$ cat config.mk
export PLATFORM = sky130hd
export DESIGN_NAME = dsram_arbiter_flat
export DESIGN_NICKNAME = d
export VERILOG_FILES = /design/src/rtl/mem_pkg.sv /design/src/rtl/dsram_arbiter_if.sv /design/src/rtl/dsram_arbiter_starve_counter.sv /design/src/rtl/dsram_arbiter.sv /design/src/flat_wrapper.sv
export SDC_FILE = /design/constraint.sdc
export NUM_CORES = 1
export LEC_CHECK = 0
export CAP_MARGIN = 20
export CORE_AREA = 4 4 117 119
export CTS_CLUSTER_SIZE = 30
export DETAILED_ROUTE_END_ITERATION = 7
export DIE_AREA = 0 0 121 123
export PLACE_DENSITY_LB_ADDON = 0.15
export SLEW_MARGIN = 40
export SYNTH_ARGS = -nofsm -noshare
export SYNTH_HDL_FRONTEND = slang
export SYNTH_SLANG_ARGS = --single-unit
$ cat constraint.sdc
create_clock -name clk -period 2.8 [get_ports clk]
set_clock_uncertainty 0.2 [all_clocks]
set_input_delay 0.56 -clock clk [delete_from_list [all_inputs] [get_ports clk]]
set_output_delay 0.56 -clock clk [all_outputs]
set_load 0.01 [all_outputs]
$ cat src/rtl/mem_pkg.sv
// Definitions shared between the data-SRAM arbiter and the memory-access stage:
// read-owner encoding and bus widths.
package mem_pkg;
  localparam int BEN_W  = 4;
  localparam int DATA_W = 32;

  typedef enum logic [1:0] {
    OWN_NONE = 2'd0,
    OWN_CPU  = 2'd1,
    OWN_DMA  = 2'd2
  } owner_e;
endpackage

$ cat src/rtl/dsram_arbiter_if.sv
// Bundle of the CPU, DMA and SRAM-side signals around the data-SRAM arbiter.
// The slave modport is the arbiter. The master modport is everything around it.
interface dsram_arbiter_if #(
  parameter int AW = 32
);
  import mem_pkg::*;

  logic              cpu_cs;
  logic              cpu_we;
  logic [BEN_W-1:0]  cpu_ben;
  logic [AW-1:0]     cpu_addr;
  logic [DATA_W-1:0] cpu_wdata;
  logic              cpu_lock;
  logic              cpu_stall;
  logic [DATA_W-1:0] cpu_rdata;
  logic              cpu_rvalid;

  logic              dma_req;
  logic              dma_we;
  logic [BEN_W-1:0]  dma_ben;
  logic [AW-1:0]     dma_addr;
  logic [DATA_W-1:0] dma_wdata;
  logic              dma_gnt;
  logic [DATA_W-1:0] dma_rdata;
  logic              dma_rvalid;

  logic              sram_cs;
  logic              sram_we;
  logic [BEN_W-1:0]  sram_ben;
  logic [AW-3:0]     sram_addr;
  logic [DATA_W-1:0] sram_wdata;
  logic [DATA_W-1:0] sram_rdata;

  modport slave (
    input  cpu_cs, cpu_we, cpu_ben, cpu_addr, cpu_wdata, cpu_lock,
    output cpu_stall, cpu_rdata, cpu_rvalid,
    input  dma_req, dma_we, dma_ben, dma_addr, dma_wdata,
    output dma_gnt, dma_rdata, dma_rvalid,
    output sram_cs, sram_we, sram_ben, sram_addr, sram_wdata,
    input  sram_rdata
  );

  modport master (
    output cpu_cs, cpu_we, cpu_ben, cpu_addr, cpu_wdata, cpu_lock,
    input  cpu_stall, cpu_rdata, cpu_rvalid,
    output dma_req, dma_we, dma_ben, dma_addr, dma_wdata,
    input  dma_gnt, dma_rdata, dma_rvalid,
    input  sram_cs, sram_we, sram_ben, sram_addr, sram_wdata,
    output sram_rdata
  );
endinterface

$ cat src/rtl/dsram_arbiter_starve_counter.sv
// Saturating counter of consecutive denied DMA cycles.
// The at_max output depends only on the register, so it opens no combinational loop through the grant.
module starve_counter #(
  parameter int W   = 8,
  parameter int MAX = 8
) (
  input  logic         clk,
  input  logic         rst_n,
  input  logic         inc,
  input  logic         clr,
  output logic         at_max,
  output logic [W-1:0] cnt
);
  localparam logic [W-1:0] MAX_V = W'(MAX);

  // NOTE: state is updated with non-blocking assignments only. Reset is sampled on the clock edge.
  always_ff @(posedge clk) begin
    if (!rst_n) begin
      cnt <= '0;
    end else if (clr) begin
      cnt <= '0;
    end else if (inc && (cnt != MAX_V)) begin
      cnt <= cnt + 1'b1;
    end
  end

  assign at_max = (cnt == MAX_V);
endmodule

$ cat src/rtl/dsram_arbiter.sv
// Shares the single-port data SRAM between the CPU and a DMA/debug master.
// The CPU has priority. Starved DMA is forced through, except in the second half of a locked misaligned store.
module dsram_arbiter
  import mem_pkg::*;
#(
  parameter int AW         = 32,
  parameter int STARVE_MAX = 8
) (
  input logic              clk,
  input logic              cpurst_n,
  dsram_arbiter_if.slave   bus
);
  logic       cpu_gnt;
  logic       dma_gnt;
  logic       force_dma;
  logic       lock_q;
  logic       at_max;
  logic       starve_inc;
  logic       starve_clr;
  logic [7:0] starve_cnt;
  owner_e     rd_owner;
  logic       unused_addr_lsbs;

  starve_counter #(
    .W   (8),
    .MAX (STARVE_MAX)
  ) u_starve (
    .clk    (clk),
    .rst_n  (cpurst_n),
    .inc    (starve_inc),
    .clr    (starve_clr),
    .at_max (at_max),
    .cnt    (starve_cnt)
  );

  // Grant depends only on requests and registered state. It never depends on sram_rdata.
  assign force_dma  = bus.dma_req & at_max & ~lock_q;
  assign cpu_gnt    = cpurst_n & bus.cpu_cs & ~force_dma;
  assign dma_gnt    = cpurst_n & bus.dma_req & ~cpu_gnt & ~lock_q;
  assign starve_inc = bus.dma_req & ~dma_gnt;
  assign starve_clr = ~bus.dma_req | dma_gnt;

  assign bus.dma_gnt   = dma_gnt;
  assign bus.cpu_stall = cpurst_n & bus.cpu_cs & ~cpu_gnt;

  // NOTE: every output of this block gets a default first, so the block infers no latch.
  always_comb begin
    bus.sram_cs    = 1'b0;
    bus.sram_we    = 1'b0;
    bus.sram_ben   = '0;
    bus.sram_addr  = '0;
    bus.sram_wdata = '0;
    if (cpu_gnt) begin
      bus.sram_cs    = 1'b1;
      bus.sram_we    = bus.cpu_we;
      bus.sram_ben   = bus.cpu_ben;
      bus.sram_addr  = bus.cpu_addr[AW-1:2];
      bus.sram_wdata = bus.cpu_wdata;
    end else if (dma_gnt) begin
      bus.sram_cs    = 1'b1;
      bus.sram_we    = bus.dma_we;
      bus.sram_ben   = bus.dma_ben;
      bus.sram_addr  = bus.dma_addr[AW-1:2];
      bus.sram_wdata = bus.dma_wdata;
    end
  end

  always_ff @(posedge clk) begin
    if (!cpurst_n) begin
      lock_q   <= 1'b0;
      rd_owner <= OWN_NONE;
    end else begin
      lock_q <= bus.cpu_lock & cpu_gnt;
      if (cpu_gnt && !bus.cpu_we) begin
        rd_owner <= OWN_CPU;
      end else if (dma_gnt && !bus.dma_we) begin
        rd_owner <= OWN_DMA;
      end else begin
        rd_owner <= OWN_NONE;
      end
    end
  end

  // If reset arrives during the return cycle, the read is dropped.
  assign bus.cpu_rvalid = cpurst_n & (rd_owner == OWN_CPU);
  assign bus.dma_rvalid = cpurst_n & (rd_owner == OWN_DMA);
  assign bus.cpu_rdata  = bus.sram_rdata;
  assign bus.dma_rdata  = bus.sram_rdata;

  // The SRAM is word-addressed, so the byte-lane bits of each address are not needed.
  assign unused_addr_lsbs = ^{bus.cpu_addr[1:0], bus.dma_addr[1:0]};
endmodule

$ cat src/flat_wrapper.sv
// flat-port wrapper written by rule: the top's interface ports become plain ports
module dsram_arbiter_flat import mem_pkg::*;
#(
  parameter int AW         = 32,
  parameter int STARVE_MAX = 8
)
  (clk, cpurst_n, bus_cpu_cs, bus_cpu_we, bus_cpu_ben, bus_cpu_addr, bus_cpu_wdata, bus_cpu_lock, bus_cpu_stall, bus_cpu_rdata, bus_cpu_rvalid, bus_dma_req, bus_dma_we, bus_dma_ben, bus_dma_addr, bus_dma_wdata, bus_dma_gnt, bus_dma_rdata, bus_dma_rvalid, bus_sram_cs, bus_sram_we, bus_sram_ben, bus_sram_addr, bus_sram_wdata, bus_sram_rdata);
  dsram_arbiter_if #(.AW(AW)) bus_i ();
  input logic clk;
  input logic cpurst_n;
  input wire logic [$bits(bus_i.cpu_cs)-1:0] bus_cpu_cs;
  input wire logic [$bits(bus_i.cpu_we)-1:0] bus_cpu_we;
  input wire logic [$bits(bus_i.cpu_ben)-1:0] bus_cpu_ben;
  input wire logic [$bits(bus_i.cpu_addr)-1:0] bus_cpu_addr;
  input wire logic [$bits(bus_i.cpu_wdata)-1:0] bus_cpu_wdata;
  input wire logic [$bits(bus_i.cpu_lock)-1:0] bus_cpu_lock;
  output wire logic [$bits(bus_i.cpu_stall)-1:0] bus_cpu_stall;
  output wire logic [$bits(bus_i.cpu_rdata)-1:0] bus_cpu_rdata;
  output wire logic [$bits(bus_i.cpu_rvalid)-1:0] bus_cpu_rvalid;
  input wire logic [$bits(bus_i.dma_req)-1:0] bus_dma_req;
  input wire logic [$bits(bus_i.dma_we)-1:0] bus_dma_we;
  input wire logic [$bits(bus_i.dma_ben)-1:0] bus_dma_ben;
  input wire logic [$bits(bus_i.dma_addr)-1:0] bus_dma_addr;
  input wire logic [$bits(bus_i.dma_wdata)-1:0] bus_dma_wdata;
  output wire logic [$bits(bus_i.dma_gnt)-1:0] bus_dma_gnt;
  output wire logic [$bits(bus_i.dma_rdata)-1:0] bus_dma_rdata;
  output wire logic [$bits(bus_i.dma_rvalid)-1:0] bus_dma_rvalid;
  output wire logic [$bits(bus_i.sram_cs)-1:0] bus_sram_cs;
  output wire logic [$bits(bus_i.sram_we)-1:0] bus_sram_we;
  output wire logic [$bits(bus_i.sram_ben)-1:0] bus_sram_ben;
  output wire logic [$bits(bus_i.sram_addr)-1:0] bus_sram_addr;
  output wire logic [$bits(bus_i.sram_wdata)-1:0] bus_sram_wdata;
  input wire logic [$bits(bus_i.sram_rdata)-1:0] bus_sram_rdata;
  assign bus_i.cpu_cs = bus_cpu_cs;
  assign bus_i.cpu_we = bus_cpu_we;
  assign bus_i.cpu_ben = bus_cpu_ben;
  assign bus_i.cpu_addr = bus_cpu_addr;
  assign bus_i.cpu_wdata = bus_cpu_wdata;
  assign bus_i.cpu_lock = bus_cpu_lock;
  assign bus_cpu_stall = bus_i.cpu_stall;
  assign bus_cpu_rdata = bus_i.cpu_rdata;
  assign bus_cpu_rvalid = bus_i.cpu_rvalid;
  assign bus_i.dma_req = bus_dma_req;
  assign bus_i.dma_we = bus_dma_we;
  assign bus_i.dma_ben = bus_dma_ben;
  assign bus_i.dma_addr = bus_dma_addr;
  assign bus_i.dma_wdata = bus_dma_wdata;
  assign bus_dma_gnt = bus_i.dma_gnt;
  assign bus_dma_rdata = bus_i.dma_rdata;
  assign bus_dma_rvalid = bus_i.dma_rvalid;
  assign bus_sram_cs = bus_i.sram_cs;
  assign bus_sram_we = bus_i.sram_we;
  assign bus_sram_ben = bus_i.sram_ben;
  assign bus_sram_addr = bus_i.sram_addr;
  assign bus_sram_wdata = bus_i.sram_wdata;
  assign bus_i.sram_rdata = bus_sram_rdata;
  dsram_arbiter #(.AW(AW), .STARVE_MAX(STARVE_MAX)) u_core (.clk(clk), .cpurst_n(cpurst_n), .bus(bus_i));
endmodule
* Yosys cells after proc, flatten, opt, wreduce, memory -nomap -nowiden
Index checks and enable logic that the tools add are counted.
** Storage, ports and cells
- Register bits :: 11
- Latch bits :: 0
- Bits in writable memories :: 0
- ROM bits :: 0
- Bits of input ports :: 175
- Output and inout bits :: 136
- Word-level logic and storage cells :: 47
- Memories kept :: 0
** Operators by class
- Add/subtract/negate cells :: 1
- $mul :: 0
- Div/mod/pow operators :: 0
- Order comparisons :: 0
- Equal/unequal tests :: 4
- Shift-type cells :: 0
- Muxes and demuxes :: 12
- Bitwise gates (word level) :: 19
- Reductions and logical operators :: 7
** Operator list (count)
- 32-bit two-way mux :: 2
- 30-bit two-way mux :: 2
- 1-bit bitwise AND :: 12
- 8-bit by 1-bit adder with 8-bit output (second input constant) :: 1
- 8-bit by 4-bit equality test with 1-bit output (second input constant) :: 1
- 4-bit two-way mux :: 2
- 8-bit by 4-bit != test with 1-bit output (second input constant) :: 1
- 1-bit inverter :: 6
- 1-bit two-way mux :: 5
- 2-bit OR reduction :: 2
- 1-bit logical AND :: 3
- 2-bit by 1-bit equality test with 1-bit output (second input constant) :: 1
- 2-bit equality test (second input constant) :: 1
- 1-bit logical NOT :: 2
- 2-bit two-way mux :: 1
- 1-bit OR :: 1

* Longest topological paths before layout
- Depth in word-level cells :: 11
- Gate-level depth with buffers :: 9

* Hierarchy
A second synthesis with hierarchy kept.
** Second synthesis, totals
- Cell total of the unflattened synthesis :: 212
- Area, all modules :: 1879.3 um^2
** Modules (own cells, without submodules)
- dsram_arbiter :: times used 1, cells an instance 165, area an instance 1453.9 um^2, sequential area each 60.1 um^2
- starve_counter :: times used 1, cells an instance 47, area an instance 425.4 um^2, sequential area each 160.2 um^2

* Worst setup path after synthesis
Ideal clock, no wire load.
- Path kind :: register -> output
- From :: register u_core.u_starve.cnt[0]
- To :: output port bus_sram_wdata[13]
- Data arrival time :: 1.724 ns
- Required time :: 2.040 ns
- Setup slack :: 0.316 ns
- Stages on the path, launching flop included :: 8
- Path buffers :: 2
- Cell sequence :: dfxtp_1 inv_1 ha_1 and4bb_2 a31oi_1 buf_2 buf_2 a22o_1
** On the way
- Word-level cells in the longest chain between the ends :: 10
** Ends and longest elaborated chain
- start: declaration :: RTL line dsram_arbiter_starve_counter.sv:12 : output logic [W-1:0] cnt
- start signal: assignment :: RTL line dsram_arbiter_starve_counter.sv:23 : cnt <= cnt + 1'b1;
- 8-bit by 4-bit equality test with 1-bit output * :: RTL line dsram_arbiter_starve_counter.sv:27 : assign at_max = (cnt == MAX_V);
- 1-bit bitwise AND * (2 in a row) :: RTL line dsram_arbiter.sv:37 : assign force_dma = bus.dma_req & at_max & ~lock_q;
- 1-bit inverter * :: RTL line dsram_arbiter.sv:38 : assign cpu_gnt = cpurst_n & bus.cpu_cs & ~force_dma;
- 1-bit bitwise AND * :: RTL line dsram_arbiter.sv:38
- 1-bit inverter :: RTL line dsram_arbiter.sv:39 : assign dma_gnt = cpurst_n & bus.dma_req & ~cpu_gnt & ~lock_q;
- 1-bit bitwise AND (2 in a row) :: RTL line dsram_arbiter.sv:39
- 32-bit two-way mux :: RTL line dsram_arbiter.sv:59 : end else if (dma_gnt) begin
- 32-bit two-way mux * :: RTL line dsram_arbiter.sv:53 : if (cpu_gnt) begin
- end: declaration :: RTL line flat_wrapper.sv:32 : output wire logic [$bits(bus_i.sram_wdata)-1:0] bus_sram_wdata;
Mark *: on every way between the ends. The rest lies on a longest branch, timed or not.

* Worst setup path in the final report
- From :: register u_core.u_starve.cnt[1]
- To :: output port bus_sram_addr[18]
** On the way
- Word-level cells in the longest chain between the ends :: 10
** Ends and longest elaborated chain
- 8-bit by 4-bit equality test with 1-bit output * :: RTL line dsram_arbiter_starve_counter.sv:27
- 1-bit bitwise AND * (2 in a row) :: RTL line dsram_arbiter.sv:37
- 1-bit inverter * :: RTL line dsram_arbiter.sv:38
- 1-bit bitwise AND * :: RTL line dsram_arbiter.sv:38
- 1-bit inverter :: RTL line dsram_arbiter.sv:39
- 1-bit bitwise AND (2 in a row) :: RTL line dsram_arbiter.sv:39
- 30-bit two-way mux :: RTL line dsram_arbiter.sv:59
- 30-bit two-way mux * :: RTL line dsram_arbiter.sv:53
- end: declaration :: RTL line flat_wrapper.sv:31 : output wire logic [$bits(bus_i.sram_addr)-1:0] bus_sram_addr;
Marks and branches as above.

==> results.ini <==
[power_and_ir_drop]
ir_drop_v=0.000187
powerDensity_mw_per_mm2=234
p_leak_nw=1.63
finalPower_w=0.000898

[grt]
antenna_found_initial=0
grt_start_max_net_pins=26
grt_pass1_wl_um=14200
grt.overflow.total=0
grt_pass1_vias=2210
track_usage_pct=12.3

[setup_path]
reg2reg_to=u_core.lock_q$_SDFF_PN0_
arrival_ns=2.00
setup.worst_path.start=u_core.u_starve.cnt[1]$_SDFFE_PP0P_
crit_slowest_cell=dfxtp_2
worstPathMaxFanout=8
worstSetupEndpoint=bus_sram_addr[18]
cp_num_buf_inv=4
r2r_start=u_core.u_starve.cnt[1]$_SDFFE_PP0P_
cpLargestDelayFamily=buffers and inverters
end_kind=primary output
r2r_cells=8
slowest_delay_ns=0.32
worst-setup-path-type=register to primary output
path_depth=9
crit_chain=inv_2 -> ha_4 -> nand4bb_4 -> o21ai_4 -> and3_4 -> buf_4 -> buf_12 -> a22o_1 -> clkdlybuf4s15_1
cp_data_required_time_ns=2.04
r2r_setup_slack_ns=1.00
setup.worst_path.start_class=register

[synth]
synth-xor-area-share_pct=3.04
syn-instance-count=209
synth.top_cell.area_share_pct=33.4
synthAdderAreaFrac_pct=1.45
synth_cell_type_count=30
ys_ff_latch=11
syn_area_mm2=0.00173
synth_mux_area_share_pct=0.651
synth_edf_count=0
yosys_warnings=0
synth_compound_area_share_pct=35.7
async_reset_ff_share_pct=0
yosys-top-cells-area=a22o_1 33%, buf_4 30%, dfxtp_1 13%
synth_top_family_by_area=compound AO/OA/AOI/OAI gates
syn_avg_cell_area_um2=8.28
yosys.area_share.simple_pct=11.6
synth_top_area_cell=a22o_1
synthFlopType=dfxtp_1
syn_nets=386
seq_area_frac_synth_pct=12.7

[layout]
seqCellArea_um2=221
multi_input_area_um2=973
fill_cells=1310
drive_gt1_share_pct=28.5
diodes=0
syn2layout_area_growth_pct=122
layout.nets=557

[floorplan]
core_mm2=0.0126
ios=311
die_w_um=121
fp-row-count=41
start_util_pct=13.8
dieHeight_um=123
die_area_mm2=0.0149

[detailed_routing]
drt_iter0_drc=53
ant_nets=0
drc_errors=0
viasPerCell=3.96
num_vias=2181
wire_per_inst_um=18.8
dr.pass1.iters=4
finalWirelength_um=10400

[clock_tree]
clock_sinks=11
path_clk_slew_ns=0.04
cts-root-buf=clkbuf_16
hold_buffers=0
htree_levels=1
numCtsBuffers=3
cts_tree=done
insertion_delay_ns=0.24
clockBufferDepth=2

[sta]
setup_viol=0
finalCritPeriodShare_pct=98.4
drv_slew=0
hold_viol=0
fin_setup_tns_ns=0
rsz0062_at_grt=true
max_slew_margin_pct=83.7
max_freq_mhz=363
post-route-min-period_ns=2.76
worst_pin_slew_ns=0.244

[placement]
dpl.hpwl_um=8140
io_buffers=210
gp_congestion=0.778

[job]
drv_cap=0

[outcome]
status=completed

[hold_path]
min_from=u_core.u_starve.cnt[5]$_SDFFE_PP0P_
min_path_type=register to register

-- area by class of cell --
class / count / share of cell area, %
inverters: 2 / 0.196
flip-flops and latches: 11 / 5.77
repair buffers: 245 / 61.0
clock inverters: 1 / 0.130
well taps: 172 / 5.61
clock buffers: 3 / 1.96
multi-input cells: 117 / 25.4
-- report_power, final --
| group | switching (W) | internal [W] | total, W | leakage (nW) |
|---|---|---|---|---|
| logic | 0.000163 | 0.000316 | 0.000478 | 1.50 |
| clock network | 0.0000693 | 0.000189 | 0.000258 | 0.0409 |
| registers | 0.00000169 | 0.000160 | 0.000162 | 0.0897 |
| total | 0.000234 | 0.000665 | 0.000898 | 1.63 |
-- cell families after synthesis --
logic type,count (synthesis)
fa+ha+maj,2
xor+xnor,6
buf+inv,81
compound gates,72
mux,1
simple gates,36
flops,11
-- synthesized netlist by cell type, drive strengths merged (2+ instances only) --
library cell,instances
nand2,6
buf,75
o21ai,2
nand3,4
nor3,3
nor2,9
inv,2
xor2,5
nor2b,3
ha,2
dfxtp,11
a22o,66
and3,2
clkbuf,4
nand4,3
-- sequential cells by signal, summed over array words and instances (netlist names) --
name                 count
u_core.lock_q            1
u_core.u_starve.cnt      8
u_core.rd_owner          2
-- metrics by stage --
| step | std cells | util, % | hold slack (ns) | setup WS (ns) | instance area (µm²) |
|---|---|---|---|---|---|
| CTS | 550 | 31.0 | 0.360 | 0.000172 | 3900 |
| detailed placement | 534 | 29.2 | 0.349 | -0.505 | 3670 |
| finish | 551 | 30.5 | 0.376 | 0.0441 | 3840 |
| global route | 551 | 30.5 | 0.408 | -0.0498 | 3840 |
| global placement | 534 | 29.2 | 0.337 | -0.489 | 3670 |
| floorplan | 209 | - | 0.300 | 0.316 | 1730 |
-- cells in the final DEF (no fill, tap or decap), types with 2 or more instances in the layout --
cell / Yosys / routed
xor2_1: 5 / 5
clkdlybuf4s15_2: 0 / 12
clkdlybuf4s15_1: 0 / 11
dfxtp_1: 11 / 10
buf_16: 0 / 3
nor3_1: 3 / 3
buf_12: 2 / 6
nand2_1: 6 / 5
dlygate4sd2_1: 0 / 5
nor2b_1: 3 / 2
clkbuf_16: 0 / 5
a22o_1: 66 / 66
inv_2: 0 / 2
clkbuf_2: 0 / 18
buf_6: 0 / 4
nand3_1: 4 / 4
buf_4: 70 / 21
buf_2: 3 / 25
nand4_1: 3 / 3
clkdlybuf4s50_1: 0 / 138
nor2_1: 9 / 9
-- worst min-delay path: cells and delay by family, from the launching register on --
family | cells | cell delay (ns)
xor+xnor | 1 | 0.08
flops | 1 | 0.39
simple gates | 1 | 0.07
-- per-layer routing --
metal / up-vias / global-route usage, % / wire, µm
met5: - / 0 / 0
met4: 0 / 2.41 / 70
met3: 9 / 4.80 / 1050
met2: 110 / 22.2 / 5440
met1: 1006 / 13.7 / 3810
li1: 1056 / - / -
-- how the worst min path moves through the flow --
stage | slack [ns] | depth (start not counted) | to
5_1_grt | 0.41 | 2 | u_core.u_starve.cnt[5]$_SDFFE_PP0P_
3_5_place_dp | 0.35 | 2 | u_core.u_starve.cnt[5]$_SDFFE_PP0P_
4_1_cts | 0.36 | 2 | u_core.u_starve.cnt[5]$_SDFFE_PP0P_
2_1_floorplan | 0.30 | 2 | u_core.u_starve.cnt[5]$_SDFFE_PP0P_
6_report | 0.38 | 2 | u_core.u_starve.cnt[5]$_SDFFE_PP0P_
3_3_place_gp | 0.34 | 2 | u_core.u_starve.cnt[5]$_SDFFE_PP0P_
-- timing repair --
action	in CTS	in global routing
pin swaps	4	3
cloned	4	2
endpoints found under the setup margin	72	61
setup buffers	8	0
resized for setup	216	27
Power figures use the tool's default switching activity.
